**src/rtl/uart_line_assembler_if.sv**
```systemverilog
// uart_line_assembler_if: UART byte streams and line read port of the line assembler
interface uart_line_assembler_if #(parameter int ADDR_W = 6);
    logic [7:0]      uart_rx_dat;
    logic            uart_rx_valid;
    logic            uart_tx_ready;
    logic [7:0]      uart_tx_dat;
    logic            uart_tx_send;
    logic [ADDR_W-1:0] line_rd_addr;
    logic [7:0]      line_rd_dat;
    logic [ADDR_W:0] line_len;
    logic            line_valid;
    logic            line_ack;
    logic            overflow;
    modport master (
        output uart_rx_dat, uart_rx_valid, uart_tx_ready, line_rd_addr, line_ack,
        input  uart_tx_dat, uart_tx_send, line_rd_dat, line_len, line_valid, overflow
    );
    modport slave (
        input  uart_rx_dat, uart_rx_valid, uart_tx_ready, line_rd_addr, line_ack,
        output uart_tx_dat, uart_tx_send, line_rd_dat, line_len, line_valid, overflow
    );
endinterface

```
**src/rtl/uart_line_assembler.sv**
```systemverilog
// uart_line_assembler: assembles UART bytes into an edited CR/LF-terminated line with echo
module uart_line_assembler #(
    parameter int MAX_LEN    = 64,
    parameter int ADDR_W     = 6,
    parameter int ECHO_EN    = 1,
    parameter int ECHO_DEPTH = 4
) (
    input logic clk,
    input logic rst,
    uart_line_assembler_if.slave bus
);
    localparam int FW = $clog2(ECHO_DEPTH);
    typedef enum logic {COLLECT, LINE_READY} state_t;
    state_t state;
    logic [7:0] buffer [MAX_LEN];
    logic [7:0] fifo [ECHO_DEPTH];
    logic [FW-1:0] rd_ptr, wr_ptr;
    logic [FW:0] count;
    logic [ADDR_W:0] len, cur_len;
    logic [7:0] echo_dat, tx_dat, rd_dat;
    logic valid, overflow, tx_send;
    logic proc, is_term, is_bs, store, push, push_ok, pop;
    assign bus.uart_tx_dat = tx_dat;
    assign bus.uart_tx_send = tx_send;
    assign bus.line_rd_dat = rd_dat;
    assign bus.line_len = len;
    assign bus.line_valid = valid;
    assign bus.overflow = overflow;
    // Byte classification; an ACK in LINE_READY makes the same-cycle byte start a fresh line
    always_comb begin
        proc = bus.uart_rx_valid && (state == COLLECT || bus.line_ack);
        cur_len = state == COLLECT ? len : '0;
        is_term = bus.uart_rx_dat == 8'h0D || bus.uart_rx_dat == 8'h0A;
        is_bs = bus.uart_rx_dat == 8'h08 || bus.uart_rx_dat == 8'h7F;
        store = proc && !is_term && !is_bs && cur_len != (ADDR_W+1)'(MAX_LEN);
        push = ECHO_EN != 0 && proc && (store || ((is_term || is_bs) && cur_len != 0));
        echo_dat = is_bs ? 8'h08 : bus.uart_rx_dat;
        pop = count != 0 && bus.uart_tx_ready && !tx_send;
        push_ok = push && (count != (FW+1)'(ECHO_DEPTH) || pop);
    end
    // Line FSM: collect/edit bytes, then hold the finished line until acknowledged
    always_ff @(posedge clk) begin
        if (rst) begin
            state <= COLLECT;
            len <= '0;
            valid <= 1'b0;
            overflow <= 1'b0;
        end else begin
            if (state == LINE_READY && bus.line_ack) begin
                state <= COLLECT;
                valid <= 1'b0;
                len <= '0;
                overflow <= 1'b0;
            end else if (state == LINE_READY && bus.uart_rx_valid) begin
                overflow <= 1'b1;
            end
            if (proc) begin
                if (is_term && cur_len != 0) begin
                    state <= LINE_READY;
                    valid <= 1'b1;
                end else if (is_bs && cur_len != 0) begin
                    len <= cur_len - (ADDR_W+1)'(1);
                end else if (store) begin
                    len <= cur_len + (ADDR_W+1)'(1);
                end else if (!is_term && !is_bs) begin
                    overflow <= 1'b1;
                end
            end
        end
    end
    // Line storage (not reset) and registered random-access read
    always_ff @(posedge clk) begin
        if (store) buffer[cur_len[ADDR_W-1:0]] <= bus.uart_rx_dat;
        rd_dat <= rst ? '0 : buffer[bus.line_rd_addr];
    end
    // Echo FIFO storage; a push into a full FIFO only lands when a pop frees a slot
    always_ff @(posedge clk) begin
        if (push_ok) fifo[wr_ptr] <= echo_dat;
    end
    // Echo FIFO pointers and TX strobe; the send flag blocks back-to-back strobes
    always_ff @(posedge clk) begin
        if (rst) begin
            rd_ptr <= '0;
            wr_ptr <= '0;
            count <= '0;
            tx_send <= 1'b0;
            tx_dat <= '0;
        end else begin
            tx_send <= pop;
            if (pop) begin
                tx_dat <= fifo[rd_ptr];
                rd_ptr <= rd_ptr + FW'(1);
            end
            if (push_ok) wr_ptr <= wr_ptr + FW'(1);
            count <= count + (FW+1)'(push_ok) - (FW+1)'(pop);
        end
    end
endmodule

```
**src/flat_wrapper.sv**
```systemverilog
// flat-port wrapper written by rule: the top's interface ports become plain ports
module uart_line_assembler_flat 
#(
    parameter int MAX_LEN    = 64,
    parameter int ADDR_W     = 6,
    parameter int ECHO_EN    = 1,
    parameter int ECHO_DEPTH = 4
)
  (clk, rst, bus_uart_rx_dat, bus_uart_rx_valid, bus_uart_tx_ready, bus_line_rd_addr, bus_line_ack, bus_uart_tx_dat, bus_uart_tx_send, bus_line_rd_dat, bus_line_len, bus_line_valid, bus_overflow);
  uart_line_assembler_if #(.ADDR_W(ADDR_W)) bus_i ();
  input logic clk;
  input logic rst;
  input wire logic [$bits(bus_i.uart_rx_dat)-1:0] bus_uart_rx_dat;
  input wire logic [$bits(bus_i.uart_rx_valid)-1:0] bus_uart_rx_valid;
  input wire logic [$bits(bus_i.uart_tx_ready)-1:0] bus_uart_tx_ready;
  input wire logic [$bits(bus_i.line_rd_addr)-1:0] bus_line_rd_addr;
  input wire logic [$bits(bus_i.line_ack)-1:0] bus_line_ack;
  output wire logic [$bits(bus_i.uart_tx_dat)-1:0] bus_uart_tx_dat;
  output wire logic [$bits(bus_i.uart_tx_send)-1:0] bus_uart_tx_send;
  output wire logic [$bits(bus_i.line_rd_dat)-1:0] bus_line_rd_dat;
  output wire logic [$bits(bus_i.line_len)-1:0] bus_line_len;
  output wire logic [$bits(bus_i.line_valid)-1:0] bus_line_valid;
  output wire logic [$bits(bus_i.overflow)-1:0] bus_overflow;
  assign bus_i.uart_rx_dat = bus_uart_rx_dat;
  assign bus_i.uart_rx_valid = bus_uart_rx_valid;
  assign bus_i.uart_tx_ready = bus_uart_tx_ready;
  assign bus_i.line_rd_addr = bus_line_rd_addr;
  assign bus_i.line_ack = bus_line_ack;
  assign bus_uart_tx_dat = bus_i.uart_tx_dat;
  assign bus_uart_tx_send = bus_i.uart_tx_send;
  assign bus_line_rd_dat = bus_i.line_rd_dat;
  assign bus_line_len = bus_i.line_len;
  assign bus_line_valid = bus_i.line_valid;
  assign bus_overflow = bus_i.overflow;
  uart_line_assembler #(.MAX_LEN(MAX_LEN), .ADDR_W(ADDR_W), .ECHO_EN(ECHO_EN), .ECHO_DEPTH(ECHO_DEPTH)) u_core (.clk(clk), .rst(rst), .bus(bus_i));
endmodule
```
**config.mk**
```make
export PLATFORM = sky130hd
export DESIGN_NAME = uart_line_assembler_flat
export DESIGN_NICKNAME = d
export VERILOG_FILES = /design/src/rtl/uart_line_assembler_if.sv /design/src/rtl/uart_line_assembler.sv /design/src/flat_wrapper.sv
export SDC_FILE = /design/constraint.sdc
export NUM_CORES = 1
export LEC_CHECK = 0
export BUFFER_PORTS_ARGS = -buffer_cell sky130_fd_sc_hd__buf_2
export CAP_MARGIN = 20
export CORE_MARGIN = 5
export CORE_UTILIZATION = 60
export CTS_CLUSTER_DIAMETER = 80
export CTS_CLUSTER_SIZE = 10
export DETAILED_ROUTE_END_ITERATION = 10
export HOLD_SLACK_MARGIN = 0.08
export PLACE_DENSITY = 0.77
export SLEW_MARGIN = 20
export SYNTH_ARGS = -nofsm -noshare
export SYNTH_HDL_FRONTEND = slang
export SYNTH_SLANG_ARGS = --single-unit
```
**constraint.sdc**
```tcl
create_clock -name clk -period 8.65 [get_ports clk]
set_input_delay 1.73 -clock clk [delete_from_list [all_inputs] [get_ports clk]]
set_output_delay 1.73 -clock clk [all_outputs]
set_load 0.02 [all_outputs]
```
==> results of run 1 <==
==> per-stage QoR <==
stage / setup slack [ns] / hold WS [ns]
after floorplan: 4.83 / 0.504
after global placement: 3.48 / 0.469
after detailed placement: 3.29 / 0.480
after CTS: 3.91 / 0.493
after global routing: 3.76 / 0.517
final: 3.79 / 0.489
==> worst paths after layout <==
path,endpoint,startpoint,slack [ns],cells past startpoint
max,u_core.buffer[9][7],bus_uart_rx_dat[2],3.79,7
min,u_core.bus.uart_tx_dat[7],u_core.bus.uart_tx_dat[7],0.49,2
max reg2reg,u_core.buffer[9][7],u_core.state,4.79,6
min reg2reg,u_core.bus.uart_tx_dat[7],u_core.bus.uart_tx_dat[7],0.49,2
==> state kept, by name, summed over array words and instances (netlist names) <==
signal / count
u_core.bus.overflow: 1
u_core.state: 1
u_core.fifo: 32
u_core.rd_ptr: 2
u_core.bus.line_len: 7
u_core.bus.uart_tx_dat: 8
u_core.bus.line_valid: 1
u_core.count: 3
u_core.bus.uart_tx_send: 1
u_core.wr_ptr: 2
u_core.bus.line_rd_dat: 8
u_core.buffer: 512
==> tightest hold or removal path: cells and delay by family (launching register included) <==
family | cells | cell delay, ns
AND/OR/NAND/NOR | 1 | 0.07
multiplexers | 1 | 0.07
flip-flops | 1 | 0.31
==> placed cells by master (no fill, tap or decap), types with 5 or more instances in the layout <==
| cell type | count |
|---|---|
| sky130_fd_sc_hd__nor2_1 | 100 |
| sky130_fd_sc_hd__dfxtp_1 | 34 |
| sky130_fd_sc_hd__buf_2 | 41 |
| sky130_fd_sc_hd__xnor2_1 | 7 |
| sky130_fd_sc_hd__a21oi_1 | 23 |
| sky130_fd_sc_hd__mux4_1 | 14 |
| sky130_fd_sc_hd__buf_4 | 15 |
| sky130_fd_sc_hd__nand2_1 | 29 |
| sky130_fd_sc_hd__nor3_1 | 11 |
| sky130_fd_sc_hd__edfxtp_1 | 544 |
| sky130_fd_sc_hd__o21ai_0 | 15 |
| sky130_fd_sc_hd__clkbuf_1 | 29 |
| sky130_fd_sc_hd__nor2b_1 | 16 |
| sky130_fd_sc_hd__mux4_2 | 126 |
| sky130_fd_sc_hd__nand3_1 | 13 |
| sky130_fd_sc_hd__nand2b_1 | 9 |
| sky130_fd_sc_hd__a211oi_1 | 13 |
| sky130_fd_sc_hd__clkbuf_16 | 69 |
| sky130_fd_sc_hd__o22ai_1 | 9 |
| sky130_fd_sc_hd__mux2_2 | 6 |
| sky130_fd_sc_hd__a22oi_1 | 5 |
| sky130_fd_sc_hd__inv_1 | 12 |
| sky130_fd_sc_hd__and2_1 | 12 |
| sky130_fd_sc_hd__ha_1 | 8 |
| sky130_fd_sc_hd__mux2i_1 | 36 |
==> per-layer routing <==
layer / wire, microns / track usage [%] / part of all wire [%] / vias to the layer above
li1: - / - / - / 4945
met4: 1340 / 7.22 / 2.6 / 0
met1: 20200 / 35.8 / 39 / 6035
met3: 5280 / 5.96 / 10 / 88
met2: 24400 / 37.8 / 48 / 697
met5: 0 / 0 / 0 / -
==> area by class of cell <==
cell class,instances,area [sq um]
fill,2476,12700
timing repair buffer,58,340
clock inverter,5,58.8
inverter,12,45.0
tap,518,648
multi-input combinational,528,5680
sequential,578,17000
clock buffer,99,1850
==> power breakdown <==
part	internal, W	switching, W
sequential	0.00312	0.0000426
combinational	0.000185	0.000285
clock	0.00147	0.00104
==> kinds of logic (layout without fill, tap and decap cells) <==
| logic type | after synthesis | after routing | synth area share [%] |
|---|---|---|---|
| AO/OA/AOI/OAI | 103 | 103 | 3.14 |
| flip-flops | 578 | 578 | 73.6 |
| XOR/XNOR | 11 | 11 | 0.417 |
| AND/OR/NAND/NOR | 222 | 222 | 4.70 |
| adder cells (fa/ha/maj) | 9 | 9 | 0.519 |
| buffers and inverters | 74 | 174 | 1.89 |
| multiplexers | 183 | 183 | 15.8 |
==> results.md, run 1 <==
Status:
- The flow ran to the end, and the final reports show no timing, DRC or antenna violations.

Setup path:
- The critical path goes through buf_2 > buf_4 > and3b_1 > o21bai_1 > a211oi_2 > nand4b_1 > nor2_1.
- The number of buffers and inverters on the critical path is 2.
- The kind of end point of the critical path is a register.
- At the worst endpoint, the arrival time is 5.05 ns.
- The slowest stage of the critical path is the sky130_fd_sc_hd__nor2_1 cell.
- For the worst setup path, the data required time is 8.84 ns.
- In this run the worst path has a maximum fanout of 70.
- The critical setup path kind is in -> reg.
- The type of element launching the critical path is a primary input.
- The gate family responsible for the most delay along the worst path is simple AND/OR/NAND/NOR gates.
- The worst stage delay on the critical path is 0.85 ns.

Clock tree:
- The CTS tree is done.
- The later pin in the worst-skew pair is clocked with a latency of 0.58 ns.
- Gates resized during post-CTS repair numbered 0.
- The root buffer cell is sky130_fd_sc_hd__clkbuf_16.
- Clock tree synthesis inserted a total of 67 buffers.
- The maximum root-to-sink buffer count is 3.
- The post-CTS setup repair buffer count is 0.
- The number of buffers inserted by hold repair at cts is 0.
- The clock-pin slew reported for the worst setup and hold paths after clock tree synthesis is 0.05 ns.
- The number of clock sinks is 578.
- In this run the number of H-tree levels came out at 3.

Power and ir drop:
- The leakage power is 8.23 nW.
- Across the VDD grid, the largest voltage drop is 0.180 mV.
- The total power consumption of the routed design is 0.00614 W.
- The cell area power density is 240 nW/um^2.

Timing:
- Setup repair after global routing left no endpoint under its margin.
- The maximum frequency from static timing analysis is 0.206 GHz.
- Headroom to the max-slew limit came out at 37.8%.
- For the final routed database, the setup TNS stands at 0 ns.
- After layout, the worst path uses 56.1% of the clock period.
- The setup clock skew after layout is 0.0212 ns.
- The final count of hold timing violations was 0.
- The setup-violating endpoint count in the final report is 0.
- At the pin with the least slew margin, the transition time is 0.929 ns.
- The clock period minus worst slack is 4.86 ns.
- The max-slew violation count was 0.

Global routing:
- The total grt overflow is 0.
- The initial antenna violation count is 0.
- The global routing usage summed across all routing layers is 24.5%.
- The largest net degree at the start of global routing is 71.
- The first-pass GRT wire length is 75700 microns.
- The via count of the first global-routing pass came to 11700.

Min path:
- The worst hold path belongs to the class reg -> reg.

Detailed routing:
- Using the TritonRoute via totals, the vias-per-cell ratio works out to 6.54.
- After the first detailed-routing iteration, the DRC count stood at 1362.
- The via count of the routed design is 11800.
- The final layout contains routed wiring with a total length of 51200 microns.
- The number of remaining DRC errors is 0.
- The first-pass iteration count of the detailed router is 6.
- The number of routed nets with antenna violations is 0.
- Dividing the detail-routed wire length by the instance count gives 28.5 microns.

Synthesis:
- Yosys mapped a number of flops with a built-in enable equal to 544.
- In this run, synthesis produced a sequential element count of 578.
- The number of nets in the synthesized netlist is 1208.
- Of all flip-flops after synthesis, the portion carrying an async set or reset was 0%.
- In this run the mean area of a mapped cell was 19.6 sq um.
- sky130_fd_sc_hd__edfxtp_1 is the most common cell in the netlist.
- The top cell type's share of synthesized area is 70.6%.
- The share of the yosys chip area belonging to registers is 73.6%.
- The count of distinct cell types in the synthesized netlist is 65.
- Sorting the synthesized cells by area gives the leading types as sky130_fd_sc_hd__edfxtp_1 (71%), sky130_fd_sc_hd__mux4_2 (12%), sky130_fd_sc_hd__dfxtp_1 (2.9%).
- The post-synthesis cell type with the largest combined area is sky130_fd_sc_hd__edfxtp_1.
- After synthesis, the most frequently instantiated cells are sky130_fd_sc_hd__edfxtp_1 (544), sky130_fd_sc_hd__mux4_2 (126), sky130_fd_sc_hd__nor2_1 (101).
- Among all flip-flop cells after synthesis, the most frequent one is sky130_fd_sc_hd__edfxtp_1.
- The mapped cell area is 23100 sq um.
- The warning count from the yosys run is 0.
- The post-synthesis instance total is 1180.

Die:
- The x dimension of the die is 206 microns.
- The number of rows in the core area is 72.
- The initial core utilization is 60.3%.
- The number of top-level design ports is 45.
- The die height is 206 microns.
- The floorplan die area is 42600 sq um.
- The core area is 38400 sq um.

Final layout:
- The final instance count without filler cells is 1798.
- For this run, the share of the core covered by cells in the final layout is 66.8%.
- Compared with the post-synthesis result, the final layout area differs by 10.9%.
- The number of antenna diodes in the final layout is 0.
- The final layout contains 1273 nets.
- The summed area of non-filler cells in the final layout is 25600 sq um.
- Of the cells placed in the final design, the portion with a size suffix greater than 1 is 21.8%.

Placement:
- The number of port buffers is 44.
- The weighted congestion at the end of routability-driven global placement is 0.908.
- The HPWL after detailed placement is 30900 microns.
- The post-detailed-placement cell area is 23700 sq um.
- Once placement completed, the tool counted placed cells totaling 1694.

Flow run:
- Across the run, the number of max-cap violations was 0.
Note: power is estimated with default switching activity, not from simulation.
==> inputs of run 2 (changes only) <==
==> constraint.sdc (replaced) <==
create_clock -name clk -period 4.9 [get_ports clk]
set_input_delay 0.98 -clock clk [delete_from_list [all_inputs] [get_ports clk]]
set_output_delay 0.98 -clock clk [all_outputs]
set_load 0.02 [all_outputs]
==> results.md, run 2 (synthesized netlist as in run 1, its figures left out) <==
Status:
- The run finished with clean final reports.

Placement:
- The count of placed standard cells including taps is 1730 (+2.1%).
- The pre-CTS setup slack came to 0.930 ns (-2.36 ns).
- The weighted congestion at the end of routability-driven global placement came to 0.892 (-1.7%).
- The detailed placement HPWL is 32000 microns (+3.5%).
- The number of port buffers is 44 (unchanged).

Clock tree:
- The total of cells resized after clock tree synthesis came to 0 (unchanged).
- The clock-pin slew reported for the worst setup and hold paths after clock tree synthesis is 0.06 ns (about the same).
- The maximum root-to-sink buffer count is 3 (unchanged).
- The number of buffers inserted by hold repair at cts was 0 (unchanged).
- The number of clock sinks came to 578 (unchanged).
- The CTS tree is done.
- The total number of H-tree levels was 3 (unchanged).
- The number of buffers created by CTS was 67 (unchanged).
- Clock tree synthesis selected as its root buffer the cell sky130_fd_sc_hd__clkbuf_16.
- The clock latency at the later pin of the worst-skew pair came to 0.58 ns (about the same).
- The post-CTS setup repair buffer count was 0 (unchanged).

Setup path:
- The kind of end point of the critical path is a register.
- The worst path arrival time was 3.84 ns (-1.21 ns).
- The type of element launching the critical path is a register.
- The critical setup path kind is reg -> reg.
- The critical path data required time is 5.09 ns (-3.75 ns).
- The largest fanout of any net on the critical path was 23 (-67%).

Final layout:
- The final layout net count is 1309 (+2.8%).
- The top cell types in the final layout, fill and taps aside, are sky130_fd_sc_hd__edfxtp_1 (544), sky130_fd_sc_hd__mux4_2 (126), sky130_fd_sc_hd__nor2_1 (101), sky130_fd_sc_hd__clkbuf_16 (69), sky130_fd_sc_hd__buf_4 (49).
- The number of diodes is 0 (unchanged).
- The share of layout cells above drive strength 1 is 23.6% (+1.8 points).
- The number of flip-flops under the largest register name came to 512 (unchanged).
- The most frequent standard cell in the layout excluding fill and tap cells is sky130_fd_sc_hd__edfxtp_1.
- The post-layout utilization of the core is 67.5% (+0.65 points).
- The final instance count without filler cells is 1832 (+1.9%).
- The growth of design area from synthesis to finish is 11.9%.

Timing:
- The worst path uses 74.6% of the clock period.
- The worst hold slack after final layout is 0.489 ns (-0.00000900 ns).
- The slew at the pin closest to its max-slew limit is 1.01 ns (+0.0790 ns).
- Setup repair after global routing left no endpoint under its margin.
- The max-slew violation count is 0 (unchanged).
- The final count of hold timing violations is 0 (unchanged).
- Timing would allow up to 0.274 GHz.
- The worst-case setup margin in the final layout is 1.24 ns (-2.55 ns).
- The post-route setup TNS came to 0 ns (unchanged).
- The setup-violating endpoint count in the final report is 0 (unchanged).
- The setup clock skew after layout came to 0.0197 ns (-0.00150 ns).
- The remaining max-slew budget at the tightest pin is 32.8% (-4.9 points).
- The worst path in the final design needs a cycle of 3.66 ns, including I/O delays and setup.

Die:
- The number of top-level design ports was 45 (unchanged).
- The x dimension of the die is 206 microns (unchanged).
- The floorplan die area came to 42600 sq um (unchanged).
- The die height is 206 microns (unchanged).
- The initial core utilization is 60.3% (unchanged).
- The core area is 38400 sq um (unchanged).
- The number of rows in the core area is 72 (unchanged).

Flow run:
- The max-cap violation count is 0 (unchanged).

Global routing:
- The first-pass GRT wire length is 78900 microns (+4.2%).
- The initial antenna violation count is 1 (+1).
- The via count of the first global-routing pass is 12100 (+3.7%).
- The global routing usage summed across all routing layers is 25.5% (+0.93 points).
- The total grt overflow came to 0 (unchanged).
- The largest net degree at the start of global routing is 66 (-7.0%).

Power and ir drop:
- The cell area power density came to 417 nW/um^2 (+74%).
- The switching share of total power is 22.0% (-0.29 points).
- The part of the total power dissipated in sequential elements is 51.7% (+0.2 points).
- The net switching power came to 0.00237 W (+73%).
- The relative contribution of combinational cells to total power is 7.8% (+0.2 points).
- The worst supply voltage drop on vdd was 0.274 mV (+52%).
- The clock network fraction of design power is 40.5% (-0.4 points).
- The cell-internal power was 0.00843 W (+76%).
- The leakage power is 8.40 nW (+2.2%).

Detailed routing:
- The number of remaining DRC errors was 0 (unchanged).
- The number of routed nets with antenna violations is 0 (unchanged).
- The first-pass iteration count of the detailed router came to 5 (-1).
- The via count of the routed design is 12000 (+2.2%).
- The initial detailed-routing violation count is 1280 (-6.0%).
- The detail-routed via count per cell is 6.56 (+0.33%).
- The routed length per placed instance is 28.7 microns (+1.0%).
- The routed wire length is 52700 microns (+2.9%).

Min path:
- The worst hold path belongs to the class reg -> reg.
==> run 2: final timing paths <==
kind | startpoint | endpoint | slack (ns) | cells past startpoint
worst max-delay path | u_core.state | u_core.buffer[34][7] | 1.24 | 8
worst max register to register | u_core.state | u_core.buffer[34][7] | 1.24 | 8
worst min register to register | u_core.bus.uart_tx_dat[3] | u_core.bus.uart_tx_dat[3] | 0.49 | 2
worst min-delay path | u_core.bus.uart_tx_dat[3] | u_core.bus.uart_tx_dat[3] | 0.49 | 2
==> run 2: critical path: stages, from the launching register on <==
cell and delay, ns:
sky130_fd_sc_hd__dfxtp_1 0.55, sky130_fd_sc_hd__nor2b_1 0.57, sky130_fd_sc_hd__inv_1 0.09, sky130_fd_sc_hd__ha_1 0.29, sky130_fd_sc_hd__nand3_1 0.13, sky130_fd_sc_hd__nor2_1 0.08, sky130_fd_sc_hd__nor3_2 0.33, sky130_fd_sc_hd__nand2_1 0.48
sky130_fd_sc_hd__nor2_1 0.75
==> run 2: layout make-up <==
cell class,count,area (sq um)
clock buffers,100,1850
clock inverters,2,17.5
fillers,2427,12500
inverters,12,45.0
multi-input cells,528,5680
flip-flops and latches,578,17000
well taps,518,648
repair buffers,94,636
==> run 2: power groups by stage <==
stage                     Clock, W  Combinational (W)  Sequential [W]
after floorplan                  0           0.000547         0.00568
after global placement           0           0.000818         0.00568
after detailed placement         0           0.000840         0.00568
after CTS                  0.00442           0.000846         0.00558
after global routing       0.00466           0.000902         0.00559
final                      0.00438           0.000842         0.00558
==> run 2: per-stage QoR <==
stage / power, W / area, sq um
floorplan: 0.00622 / 23100
global route: 0.0112 / 25900
finish: 0.0108 / 25900
CTS: 0.0109 / 25900
detailed placement: 0.00652 / 24000
global placement: 0.00649 / 24000
==> run 2: routing by layer <==
layer	up-vias	wire length, microns	GRT usage (%)
met5	-	0	0
met4	0	1240	7.27
met3	91	5320	6.01
met2	763	26400	41.1
met1	6160	19700	35.6
li1	5013	-	-
